--- src/rtl/i2c_reg_bank.sv ---
// i2c_reg_bank: register file behind the I2C slave.
// Writes land in a shadow copy (RW regs) or a clear mask (W1C regs) and are
// applied to the live registers in one step when the slave signals done.
// RO registers mirror ro_data; W1C flags are set by flag_set and drive irq.
module i2c_reg_bank #(
   parameter int                  ADDR_WIDTH = 8,
   parameter int                  DATA_WIDTH = 16,
   parameter int                  NUM_REGS   = 16,
   parameter logic [NUM_REGS-1:0] RO_MASK    = 16'h0003,
   parameter logic [NUM_REGS-1:0] W1C_MASK   = 16'h0004
) (
   input  logic                           clk,
   input  logic                           reset,
   input  logic                           i2c_write_en,
   input  logic [ADDR_WIDTH-1:0]          i2c_reg_addr,
   input  logic [DATA_WIDTH-1:0]          i2c_wdata,
   input  logic                           i2c_done,
   input  logic                           i2c_busy,
   output logic [DATA_WIDTH-1:0]          i2c_rdata,
   input  logic [NUM_REGS*DATA_WIDTH-1:0] ro_data,
   input  logic [NUM_REGS*DATA_WIDTH-1:0] flag_set,
   output logic [NUM_REGS*DATA_WIDTH-1:0] cfg_out,
   output logic                           cfg_update,
   output logic                           irq,
   output logic                           addr_err
);

   localparam int IDX_W = (NUM_REGS > 1) ? $clog2(NUM_REGS) : 1;
   localparam logic [ADDR_WIDTH-1:0] NUM_A = ADDR_WIDTH'(NUM_REGS);

   typedef logic [NUM_REGS-1:0][DATA_WIDTH-1:0] regs_t;

   regs_t live_q, live_d;
   regs_t shadow_q, shadow_d;
   regs_t clr_q, clr_d;
   regs_t ro_arr, set_arr, cfg_arr;

   logic                  pend_q, pend_d;
   logic                  busy_q;
   logic                  upd_q, upd_d;
   logic                  irq_q, irq_d;
   logic                  err_q, err_d;
   logic [DATA_WIDTH-1:0] rdata_q, rdata_d;

   logic             start;
   logic             in_range;
   logic             commit;
   logic [IDX_W-1:0] idx;

   assign ro_arr  = ro_data;
   assign set_arr = flag_set;

   assign start    = i2c_busy & ~busy_q;
   assign in_range = (i2c_reg_addr < NUM_A);
   assign idx      = i2c_reg_addr[IDX_W-1:0];

   // Staging, commit and readback next-state. A write in the start cycle
   // lands on top of the fresh snapshot; a write in the done cycle is committed.
   always_comb begin
      shadow_d = start ? live_q : shadow_q;
      clr_d    = start ? '0 : clr_q;
      pend_d   = start ? 1'b0 : pend_q;
      err_d    = err_q;

      if (i2c_write_en) begin
         if (!in_range) begin
            err_d = 1'b1;
         end else if (!RO_MASK[idx]) begin
            pend_d = 1'b1;
            if (W1C_MASK[idx]) clr_d[idx] = clr_d[idx] | i2c_wdata;
            else               shadow_d[idx] = i2c_wdata;
         end
      end

      commit = i2c_done & pend_d;
      upd_d  = commit;

      live_d = live_q;
      for (int i = 0; i < NUM_REGS; i++) begin
         if (W1C_MASK[i]) begin
            // set pulses are ORed after the clear so set wins in a commit cycle
            live_d[i] = (commit ? (live_q[i] & ~clr_d[i]) : live_q[i]) | set_arr[i];
         end else if (!RO_MASK[i] && commit) begin
            live_d[i] = shadow_d[i];
         end
      end

      if (commit) begin
         pend_d = 1'b0;
         clr_d  = '0;
      end

      irq_d = 1'b0;
      for (int i = 0; i < NUM_REGS; i++) begin
         if (W1C_MASK[i]) irq_d = irq_d | (|live_d[i]);
      end

      // readback reflects committed state, never the shadow
      if (!in_range)         rdata_d = '0;
      else if (RO_MASK[idx]) rdata_d = ro_arr[idx];
      else                   rdata_d = live_q[idx];
   end

   // State registers with synchronous active-low reset; reset drops any staged writes.
   always_ff @(posedge clk) begin
      if (!reset) begin
         live_q   <= '0;
         shadow_q <= '0;
         clr_q    <= '0;
         pend_q   <= 1'b0;
         busy_q   <= 1'b0;
         upd_q    <= 1'b0;
         irq_q    <= 1'b0;
         err_q    <= 1'b0;
         rdata_q  <= '0;
      end else begin
         live_q   <= live_d;
         shadow_q <= shadow_d;
         clr_q    <= clr_d;
         pend_q   <= pend_d;
         busy_q   <= i2c_busy;
         upd_q    <= upd_d;
         irq_q    <= irq_d;
         err_q    <= err_d;
         rdata_q  <= rdata_d;
      end
   end

   // RO slices of cfg_out read zero; their values only appear on readback.
   for (genvar g = 0; g < NUM_REGS; g++) begin : g_cfg
      assign cfg_arr[g] = RO_MASK[g] ? '0 : live_q[g];
   end

   assign cfg_out    = cfg_arr;
   assign cfg_update = upd_q;
   assign irq        = irq_q;
   assign addr_err   = err_q;
   assign i2c_rdata  = rdata_q;

endmodule

--- config.mk ---
export PLATFORM = sky130hd
export DESIGN_NAME = i2c_reg_bank
export DESIGN_NICKNAME = d
export VERILOG_FILES = /design/src/rtl/i2c_reg_bank.sv
export SDC_FILE = /design/constraint.sdc
export NUM_CORES = 2
export LEC_CHECK = 0
export ABC_AREA = 1
export BUFFER_PORTS_ARGS = -buffer_cell sky130_fd_sc_hd__buf_2
export CAP_MARGIN = 20
export CORE_AREA = 2 2 318 320
export CTS_CLUSTER_DIAMETER = 150
export DETAILED_ROUTE_END_ITERATION = 12
export DIE_AREA = 0 0 320 322
export PLACE_DENSITY = 0.52
export SYNTH_ARGS = -nofsm -noshare
export SYNTH_HDL_FRONTEND = slang
export SYNTH_SLANG_ARGS = --single-unit
--- constraint.sdc ---
create_clock -name clk -period 2.7 [get_ports clk]
set_input_delay 0.27 -clock clk [delete_from_list [all_inputs] [get_ports clk]]
set_output_delay 0.27 -clock clk [all_outputs]
set_load 0.005 [all_outputs]
==> out/metrics.cfg <==
[sta]
drv_slew=0
period_share=0.913
rsz0062_at_grt=false
final-setup-viol-count=0
skew_ns=0.0236
worst_slew_pin_slew_ns=1.06
clock.fmax_mhz=406
period_minus_slack_ns=2.47
slew_headroom=0.293
finalHoldViolCount=0
fin_tns_setup_ns=0

[synth]
syn_avg_cell_area_um2=7.60
synthFlopType=dfxtp_1
syn_inst=3745
async_reset_ff_frac=0
netlist_area_um2=28400
ys_seq_area_frac=0.499
ys_warn_count=0
ys_ff_latch=709
ys_types=35
synth_edf_count=0

[setup_path]
critPathLaunch=i2c_busy
critPathRequiredTime_ns=3.24
crit_arrival_ns=3.00
crit_type=primary input to flip-flop
r2r_slack_ns=0.25
r2r_start=busy_q
crit_top_cell=nand2_1
startpoint_type=primary input
worst-path-buf-inv=5
cp_max_fo=37
rr_worst_depth=11
crit_path_top_delay_cell=dlygate4sd3_1
cp-end-kind=flip-flop
worstReg2RegEnd=clr_q[165]
crit_path_cell_trace=dlygate4sd3_1 > buf_2 > inv_1 > nor2_4 > buf_12 > buf_4 > nor2_1 > nand2_1 > nand2_1 > nor2_1 > nand2_1 > nor2_1 > nand3_1 > nand3_1 > nand2_1 > nand2_1 > nor2_1 > nand2_1 > nor2_1 > a21oi_1
crit_family=buffers and inverters
critical-path-max-stage-delay_ns=0.56

[placed_design]
port_buffers=319
hpwl_mm=75.2
gp_congestion=0.855

[route]
drt-total-wl_mm=111
drt_iter0_drc=3098
avgViaCountPerCell=5.05
drc=0
num_vias=27600
first_pass_iters=5
drtAntennaViolNets=0
wl_per_cell_um=20.4

[job]
maxCapViolCount=0

[final_layout]
syn_to_final_growth_pct=25.6
regArea_um2=14200
final_net_count=4641
multiInputGateArea_um2=11800
drive_above_1_share=0.170
n_fill_cell=10500
finish.utilization=0.359

[clocking]
clk_pin_slew_ns=0.06
insertion_delay_ns=0.64
cts_tree=done
clock_sinks=709
root_buffer=clkbuf_16
cts_htree_levels=3
clock_path_buffers=3
cts_buffers=78

[grt]
grtUsageMet1=0.297
grt_pass1_wl_mm=161
grt_usage=0.206
grt_max_degree=194
antenna_found_initial=22
grt_pass1_vias=24700
met2_usage=0.309
gr-max-usage-layer=met2
overflow=0
globalRouteMet3Util=0.0451

[floorplanning]
fp.coreArea_um2=99600
num_rows=116
die_area_um2=103000
start_util=0.286
dieWidth_um=320
fp.dieH_um=322
num_io_pins=816

[worst_hold_path]
hold_depth=3
hp-class=primary input to flip-flop
holdCritStartpoint=flag_set[44]
worstHoldEndpoint=cfg_out[44]

[pwr]
power_density_nw_per_um2=645
ir_drop_mv=0.409
leakagePower_nw=13.7

[status]
status=finished, final reports clean

==> cell usage after synthesis, drive strengths merged (29+ instances only) <==
cell type / instances / area share
a21oi: 29 / 0.0052
buf: 164 / 0.032
clkbuf: 175 / 0.023
dfxtp: 709 / 0.50
inv: 274 / 0.036
nand2: 639 / 0.085
nand3: 169 / 0.030
nor2: 613 / 0.082
nor3: 42 / 0.0076
o211ai: 208 / 0.055
o21ai: 352 / 0.062
o22ai: 307 / 0.068
==> stage by stage <==
| stage | total power [mW] | instances | hold WS, ns | instance area (µm²) | worst slack [ns] |
|---|---|---|---|---|---|
| 6_report | 23.1 | 5461 | 0.0129 | 35700 | 0.234 |
| 5_1_grt | 23.8 | 5459 | 0.0258 | 35700 | 0.0253 |
| 4_1_cts | 23.2 | 5450 | 0.00534 | 35500 | 0.202 |
| 3_5_place_dp | 12.1 | 5281 | 0.432 | 32600 | -0.148 |
| 3_3_place_gp | 12.1 | 5281 | 0.429 | 32600 | -0.264 |
| 2_1_floorplan | 11.4 | 3776 | 0.363 | 28600 | 0.796 |
==> cells by family after synthesis <==
logic type / Yosys count / synth area share
other cells: 1 / 0.000132
flops: 709 / 0.499
compound gates: 939 / 0.201
simple gates: 1483 / 0.208
buf+inv: 613 / 0.0911
==> where the power goes <==
| part | switching [mW] | leakage [nW] | internal (mW) |
|---|---|---|---|
| combinational | 1.04 | 6.70 | 0.425 |
| sequential | 0.0336 | 5.71 | 10.5 |
| clock | 4.48 | 1.32 | 6.59 |
==> tightest hold or removal path, delay by kind of cell <==
kind / cells / cell delay (ns)
AOI/OAI and AO/OA: 1 / 0.08
buffers and inverters: 2 / 0.23
==> metal layers <==
layer  part of all wire  vias up
li1                   -    13300
met1               0.46    13100
met2               0.43     1043
met3              0.086      131
met4              0.020        4
met5            0.00013        -
==> worst max-delay path by stage <==
stage               slack [ns]  cells after the start            to
floorplan                 0.80                     10  cfg_out[117]
global placement         -0.26                     12  i2c_rdata[4]
detailed placement       -0.15                     11  i2c_rdata[4]
CTS                       0.20                     17           irq
global route              0.03                     17           irq
finish                    0.23                     20           irq
==> cells in the final DEF (no fill, tap or decap), drive strengths merged, types with 3 or more instances in the layout <==
cell type | netlist | final
dfxtp | 709 | 709
nand2 | 639 | 640
nor2 | 613 | 613
buf | 164 | 549
o21ai | 352 | 352
o22ai | 307 | 307
inv | 274 | 275
o211ai | 208 | 208
nand3 | 169 | 169
clkbuf | 175 | 130
nor3 | 42 | 42
conb | 1 | 32
a21oi | 29 | 29
dlygate4sd3 | 0 | 28
a211oi | 16 | 16
a2111oi | 16 | 16
and3 | 13 | 13
clkinv | 0 | 12
o21bai | 5 | 5
a31oi | 4 | 4
nand4 | 4 | 4
bufinv | 0 | 3
==> flip-flops by register name, summed over array words and instances, names as in the netlist <==
| register | cells |
|---|---|
| pend_q | 1 |
| cfg_update | 1 |
| shadow_q | 208 |
| addr_err | 1 |
| irq | 1 |
| clr_q | 256 |
| busy_q | 1 |
| i2c_rdata | 16 |
| cfg_out | 224 |
==> repair_timing <==
item	4_1_cts	5_1_grt
resized for setup	0	9
setup endpoints to repair	0	1
setup buffers	0	3
hold buffers	28	0
hold endpoints to repair	27	0
==> layout make-up <==
type / instances / area share
flip-flops and latches: 709 / 0.397
multi-input cells: 2455 / 0.331
repair buffers: 582 / 0.122
clock buffers: 125 / 0.0695
well taps: 1298 / 0.0454
inverters: 274 / 0.0293
clock inverters: 16 / 0.00518
diodes: 2 / 0.000140
Power figures use the tool's default switching activity.
